[config.mk]
export PLATFORM = sky130hd
export DESIGN_NAME = ram_1port_arbiter
export DESIGN_NICKNAME = d
export VERILOG_FILES = /design/src/rtl/ram_1port_arbiter.sv
export SDC_FILE = /design/constraint.sdc
export NUM_CORES = 1
export LEC_CHECK = 0
export ABC_CLOCK_PERIOD_IN_PS = 2520
export CORE_MARGIN = 4
export CORE_UTILIZATION = 35
export CTS_BUF_LIST = sky130_fd_sc_hd__clkbuf_8
export CTS_CLUSTER_SIZE = 10
export DETAILED_ROUTE_END_ITERATION = 7
export DONT_BUFFER_PORTS = 1
export MAX_ROUTING_LAYER = met4
export PLACE_DENSITY = 0.57
export SKIP_CTS_REPAIR_TIMING = 1
export SKIP_LAST_GASP = 1
export SYNTH_ARGS = -nofsm -noshare
export SYNTH_HDL_FRONTEND = slang
export SYNTH_SLANG_ARGS = --single-unit
[constraint.sdc]
create_clock -name i_Clk -period 2.52 [get_ports i_Clk]
set_input_delay 0.756 -clock i_Clk [delete_from_list [all_inputs] [get_ports i_Clk]]
set_output_delay 0.756 -clock i_Clk [all_outputs]
set_load 0.005 [all_outputs]
[src/rtl/ram_1port_arbiter.sv]
// Purpose: shares one single-port RAM between requesters A and B with a bounded-burst owner policy.
// Latency: command registered onto the RAM port at the accepting edge; read data returns 2 cycles after ack.
// Backpressure: a requester holds Req and its fields until its Ack; at most one Ack per cycle, none during reset.
// Build option: define RAM_ARB_ROUND_ROBIN_EN to break idle ties toward the requester that did not own last.
module ram_1port_arbiter #(
  parameter  int WIDTH     = 8,
  parameter  int DEPTH     = 4,
  parameter  int MAX_BURST = 4,
  localparam int AW        = (DEPTH > 1) ? $clog2(DEPTH) : 1,
  localparam int CW        = $clog2(MAX_BURST + 1)
) (
  input  logic             i_Clk,
  input  logic             i_Rst,
  input  logic             i_A_Req,
  input  logic             i_A_Wr,
  input  logic [AW-1:0]    i_A_Addr,
  input  logic [WIDTH-1:0] i_A_Wr_Data,
  output logic             o_A_Ack,
  output logic             o_A_Rd_DV,
  output logic [WIDTH-1:0] o_A_Rd_Data,
  input  logic             i_B_Req,
  input  logic             i_B_Wr,
  input  logic [AW-1:0]    i_B_Addr,
  input  logic [WIDTH-1:0] i_B_Wr_Data,
  output logic             o_B_Ack,
  output logic             o_B_Rd_DV,
  output logic [WIDTH-1:0] o_B_Rd_Data,
  output logic [AW-1:0]    o_Ram_Addr,
  output logic             o_Ram_Wr_DV,
  output logic [WIDTH-1:0] o_Ram_Wr_Data,
  output logic             o_Ram_Rd_En,
  input  logic             i_Ram_Rd_DV,
  input  logic [WIDTH-1:0] i_Ram_Rd_Data
);

  localparam logic [1:0]    ST_IDLE  = 2'd0;
  localparam logic [1:0]    ST_OWN_A = 2'd1;
  localparam logic [1:0]    ST_OWN_B = 2'd2;
  localparam logic [CW-1:0] MAX_CNT  = CW'(MAX_BURST);

`ifdef RAM_ARB_ROUND_ROBIN_EN
  localparam bit RR_EN = 1'b1;
`else
  localparam bit RR_EN = 1'b0;
`endif

  // Read tag: which requester a read belongs to, carried alongside the RAM pipeline.
  typedef struct packed {
    logic vld;
    logic own_b;
  } tag_t;

  logic [1:0]    state;
  logic [CW-1:0] cnt;
  logic          last_b;
  logic          tie_to_a;
  logic          grant_a;
  logic          grant_b;
  logic          accept;
  logic          sel_wr;
  logic [AW-1:0] sel_addr;
  logic [WIDTH-1:0] sel_data;
  tag_t          tag1;
  tag_t          tag2;

  // In the fixed-priority build the tie always goes to A; LAST is still tracked either way.
  assign tie_to_a = !RR_EN || last_b;

  // Grant selection: bounded burst for the current owner, zero-bubble handover to the other side.
  always_comb begin
    grant_a = 1'b0;
    grant_b = 1'b0;
    if (!i_Rst) begin
      case (state)
        ST_IDLE: begin
          if (i_A_Req && i_B_Req) begin
            grant_a = tie_to_a;
            grant_b = !tie_to_a;
          end else begin
            grant_a = i_A_Req;
            grant_b = i_B_Req;
          end
        end
        ST_OWN_A: begin
          if (i_A_Req && ((cnt < MAX_CNT) || !i_B_Req)) grant_a = 1'b1;
          else                                          grant_b = i_B_Req;
        end
        ST_OWN_B: begin
          if (i_B_Req && ((cnt < MAX_CNT) || !i_A_Req)) grant_b = 1'b1;
          else                                          grant_a = i_A_Req;
        end
        default: begin
          grant_a = 1'b0;
          grant_b = 1'b0;
        end
      endcase
    end
  end

  assign o_A_Ack  = grant_a;
  assign o_B_Ack  = grant_b;
  assign accept   = grant_a | grant_b;
  assign sel_wr   = grant_b ? i_B_Wr      : i_A_Wr;
  assign sel_addr = grant_b ? i_B_Addr    : i_A_Addr;
  assign sel_data = grant_b ? i_B_Wr_Data : i_A_Wr_Data;

  // Ownership, burst count and last-owner tracking.
  always_ff @(posedge i_Clk) begin
    if (i_Rst) begin
      state  <= ST_IDLE;
      cnt    <= '0;
      last_b <= 1'b1;
    end else if (grant_a) begin
      state <= ST_OWN_A;
      if (state == ST_OWN_A) cnt <= (cnt == MAX_CNT) ? MAX_CNT : cnt + CW'(1);
      else                   cnt <= CW'(1);
    end else if (grant_b) begin
      state <= ST_OWN_B;
      if (state == ST_OWN_B) cnt <= (cnt == MAX_CNT) ? MAX_CNT : cnt + CW'(1);
      else                   cnt <= CW'(1);
    end else begin
      if (state != ST_IDLE) last_b <= (state == ST_OWN_B);
      state <= ST_IDLE;
      cnt   <= '0;
    end
  end

  // Register the accepted command onto the RAM port; address/data hold when nothing is accepted.
  always_ff @(posedge i_Clk) begin
    if (i_Rst) begin
      o_Ram_Wr_DV   <= 1'b0;
      o_Ram_Rd_En   <= 1'b0;
      o_Ram_Addr    <= '0;
      o_Ram_Wr_Data <= '0;
    end else begin
      o_Ram_Wr_DV <= accept && sel_wr;
      o_Ram_Rd_En <= accept && !sel_wr;
      if (accept) begin
        o_Ram_Addr    <= sel_addr;
        o_Ram_Wr_Data <= sel_data;
      end
    end
  end

  // Two-stage read tag pipeline, aligned with the RAM's one-cycle read return.
  always_ff @(posedge i_Clk) begin
    if (i_Rst) begin
      tag1 <= '0;
      tag2 <= '0;
    end else begin
      tag1.vld   <= accept && !sel_wr;
      tag1.own_b <= grant_b;
      tag2       <= tag1;
    end
  end

  // Route the returning word to the requester that issued it; nothing is delivered during reset.
  assign o_A_Rd_DV   = !i_Rst && i_Ram_Rd_DV && tag2.vld && !tag2.own_b;
  assign o_B_Rd_DV   = !i_Rst && i_Ram_Rd_DV && tag2.vld &&  tag2.own_b;
  assign o_A_Rd_Data = i_Ram_Rd_Data;
  assign o_B_Rd_Data = i_Ram_Rd_Data;

endmodule

Word-level counts from Yosys, hierarchy flattened
Cells that the tools add are included.
W data, S select, Z words.
Word-level totals
  memories: 0
  bits in registers: 20
  bits in writable memories: 0
  input port bits: 35
  bits in read-only memories: 0
  latch bits: 0
Cells by class
  divide/modulo/power cells: 0
  eq/ne operators: 3
  shift operators: 0
  bitwise logic cells: 1
  muxes and demuxes: 20
  order comparisons: 1
  reductions and logical operators: 18
  add/subtract/negate cells: 1
  multipliers: 0
Operators by type and width (count)
  $mux W3: 5
  $mux W1: 10
  $logic_and A1 B1 Y1: 9
  $mux W8: 1
  $pmux W1 S3: 2
  $logic_not A1 Y1: 5
  $mux W2: 2
  $add A3 B1 Y3 const B: 1
  $eq A3 B3 Y1 const B: 1
  $lt A3 B3 Y1 const B: 1
  $eq A2 B1 Y1 const B: 1
  $eq A2 B2 Y1 const B: 1
  $logic_not A2 Y1: 1
  $logic_or A1 B1 Y1: 2
  $reduce_or A2 Y1: 1
  $or A1 B1 Y1: 1

Longest topological paths before layout
  depth after elaboration: 9
  gate-level depth with buffers: 6
  gate-level depth less buffers: 6

Least setup slack after synthesis
OpenSTA, ideal clock, no wires.
  kind: input to output
  from: input port i_Rst
  to: output port o_B_Ack
  path slack: 0.310 ns
  data required time: 1.764 ns
  data arrival time: 1.454 ns
  stages: 4
  buffers on the path: 1
  cell sequence: a21o_1 > a211o_4 > clkinv_2 > buf_6
On the way
  word-level cells in the longest chain between the ends: 1
Ends and longest elaborated chain
  start: declaration: RTL line 13  | input logic i_Rst,
  $mux W1: RTL line 73  | if (!i_Rst) begin
  end: declaration: RTL line 25  | output logic o_B_Ack,
Every way passes these cells.

Worst setup path after layout
  from: register cnt[2]
  to: output port o_A_Ack
On the way
  word-level cells in the longest chain between the ends: 6
  elaborated cells on any way between the ends: 9
Ends and longest elaborated chain
  start: declaration: RTL line 54  | logic [CW-1:0] cnt;
  start signal: assignment: RTL line 115  | if (state == ST_OWN_A) cnt <= (cnt == MAX_CNT) ? MAX_CNT : cnt + CW'(1);
  start signal: assignment: RTL line 119  | if (state == ST_OWN_B) cnt <= (cnt == MAX_CNT) ? MAX_CNT : cnt + CW'(1);
  $lt A3 B3 Y1 *: RTL line 85, 89
  $logic_or A1 B1 Y1 (on tied branches): RTL line 89, 85
  $logic_and A1 B1 Y1 (on tied branches): RTL line 89, 85
  $mux W1 (on tied branches): RTL line 89, 85
  $pmux W1 S3 *: RTL line 74  | case (state)
  $mux W1 *: RTL line 73
  end: declaration: RTL line 18  | output logic o_A_Ack,
Mark *: on every way between the ends. The rest lies on a longest branch, timed or not.

==> results.py <==
metrics = {
    "run_status": {
        "outcome": "finished, final reports clean",
    },
    "sta": {
        "setup_viol": 0,
        "period_minus_slack_ns": 2.17,
        "max_slew.worst_pin.slew_ns": 0.352,
        "hold_viol_final": 0,
        "fmax_ghz": 0.460,
        "setup-tns-final_ns": 0,
        "final_max_slew_viol_count": 0,
        "period_share_pct": 86.2,
        "rsz0062_at_grt": "false",
        "relSlewSlack_pct": 76.3,
        "finClkSkew_ns": 0.00128,
    },
    "clocking": {
        "clkTransAtPathRegs_ns": 0.07,
        "cts_sinks": 20,
        "insertion_delay_ns": 0.25,
        "cts_tree": "done",
        "cts_buffers": 3,
        "clockBufferDepth": 2,
        "cts-root-buf": "clkbuf_8",
        "h-tree-depth": 1,
    },
    "finish": {
        "fillers": 250,
        "final_common_cell": "nand2_1",
        "final_core_util_pct": 36.9,
        "layout-area-overhead-vs-synth_pct": -3.17,
        "final_cells": 133,
        "final_cell_mix": "nand2_1, dfxtp_1, nor2_1",
        "drive_gt1_share_pct": 8.74,
        "nNetsFinal": 141,
        "n_antenna_cell": 0,
    },
    "yosys": {
        "yosys_warnings": 0,
        "ys_ff_latch": 20,
        "synth_compound_area_share_pct": 15.8,
        "synthAdderAreaFrac_pct": 2.53,
        "synthMuxAreaShare_pct": 2.03,
        "synth_top_cell_area_share_pct": 40.6,
        "syn_area_sq_um": 987,
        "synth_top_family_by_area": "simple AND/OR/NAND/NOR gates",
        "yosysSeqAreaShare_pct": 40.6,
        "synth_xor_area_share_pct": 0,
        "yosysTopAreaCell": "dfxtp_1",
        "synthCells": 117,
        "syn_area_per_cell_sq_um": 8.44,
        "synth-simple-area-share_pct": 21.4,
        "synth_cell_types": 24,
        "synth_area_leaders": "dfxtp_1, buf_4, a311oi_1",
        "synth_nets": 154,
    },
    "critical_path": {
        "worstSetupPathType": "reg2out",
        "r2r_slack_ns": 0.90,
        "cpPeakStageDelay_ns": 0.44,
        "endpoint_kind": "output pin",
        "worstPathRequired_ns": 1.76,
        "cp.arrival_ns": 1.42,
        "r2r-end": "cnt[0]$_SDFF_PP0_",
        "start_kind": "flop",
        "ff2ff_path_depth": 5,
        "critPathSlowestCell": "dfxtp_1",
        "startpoint": "cnt[2]$_SDFF_PP0_",
        "r2r_start": "cnt[2]$_SDFF_PP0_",
        "cp_cell_sequence": "mux2i_1, nor2_1, nor3_1",
        "worstPathMaxFanout": 6,
    },
    "global_routing": {
        "antenna_found_initial": 0,
        "first_global_vias": 633,
        "grt.overflow.total": 0,
        "grt_usage_pct": 11.7,
        "grt_max_degree": 21,
        "grt_pass1_wl_um": 3100,
    },
    "detailed_routing": {
        "vias": 716,
        "dr.pass1.iters": 4,
        "routed_wl_um": 2180,
        "vias_per_cell": 5.38,
        "drcViolationCount": 0,
        "drt_iter0_drc": 49,
        "ant_nets": 0,
        "wl_per_cell_um": 16.4,
    },
    "floorplan": {
        "core-area_sq_um": 2590,
        "dieArea_sq_um": 3730,
        "pin_count": 67,
        "dieHeight_um": 61.1,
        "start_util_pct": 38.1,
        "rows": 18,
        "dieWidth_um": 61.1,
    },
    "placement": {
        "placed_cells": 129,
        "gp_congestion": 0.737,
        "portBuffers": 0,
        "dp_hpwl_um": 1660,
    },
    "hold_path": {
        "hold_class": "reg2reg",
        "min_from": "tag1[0]$_SDFF_PP0_",
        "whs_path_depth": 1,
        "whs_endpoint": "tag2[0]$_SDFF_PP0_",
    },
    "power_and_ir_drop": {
        "vdd.ir_drop.worst_v": 0.000221,
        "p_leak_uw": 0.000401,
        "power-per-cell-area_nw_per_um2": 686,
    },
    "job": {
        "drv_cap": 0,
    },
}
report_power, final:
part	internal [uW]	leakage, uW	switching (uW)	total, uW
sequential	337	0.000165	15.8	353
combinational	28.0	0.000208	35.5	63.5
clock	139	0.0000288	101	239
total	504	0.000401	152	656
critical path, delay by kind of cell (launching register included):
family	cells	cell delay, ns
AND/OR/NAND/NOR	2	0.42
flip-flops	1	0.44
multiplexers	1	0.30
how the worst max path moves through the flow:
stage                     endpoint  slack (ns)
final                      o_A_Ack        0.35
after global routing       o_A_Ack        0.21
after CTS                  o_A_Ack        0.34
after detailed placement   o_B_Ack        0.43
after global placement     o_B_Ack        0.44
after floorplan            o_B_Ack        0.31
area by class of cell:
cell class / count / area, sq um / area share, %
Timing Repair Buffer: 3 / 22.5 / 2.36
Clock buffer: 4 / 55.1 / 5.76
Multi-Input combinational cell: 69 / 413 / 43.2
Inverter: 7 / 27.5 / 2.88
Sequential cell: 20 / 400 / 41.9
Tap cell: 30 / 37.5 / 3.93
logic make-up (layout without fill, tap and decap cells):
| family | count (synthesis) | count (layout) |
|---|---|---|
| mux | 2 | 2 |
| flops | 20 | 20 |
| simple gates | 47 | 47 |
| compound gates | 18 | 18 |
| buf+inv | 28 | 14 |
| fa+ha+maj | 2 | 2 |
metal layers:
layer | up-vias | global-route usage, % | wire length (um)
met2 | 33 | 15.9 | 1050
met5 | - | - | 0
met1 | 324 | 15.7 | 903
li1 | 348 | - | -
met3 | 11 | 3.14 | 179
met4 | 0 | 5.88 | 53
synthesized netlist by cell type (all sizes together):
cell,count
nand2,22
dfxtp,20
buf,17
nor2,12
a311oi,10
inv,6
clkbuf,4
a21oi,3
nor2b,3
nor3,3
a211o,2
and2,2
ha,2
mux2i,2
nor3b,2
a21o,1
clkinv,1
nand2b,1
nand3b,1
nand4b,1
o211a,1
o32a,1
state kept, by name, indices dropped and copies added (netlist names):
name and count:
cnt 3, o_Ram_Wr_Data 8, state 2, o_Ram_Wr_DV 1, tag2 2, tag1 2
o_Ram_Addr 2
metrics by stage:
step                      area (sq um)  hold slack (ns)  power, uW  setup WS, ns
after CTS                          956            0.441        666         0.343
after global placement             901            0.422        423         0.440
after global routing               956            0.459        695         0.214
after floorplan                    987            0.414        431         0.310
after detailed placement           901            0.423        425         0.433
final                              956            0.440        656         0.348
Note: power is estimated with default switching activity, not from simulation.
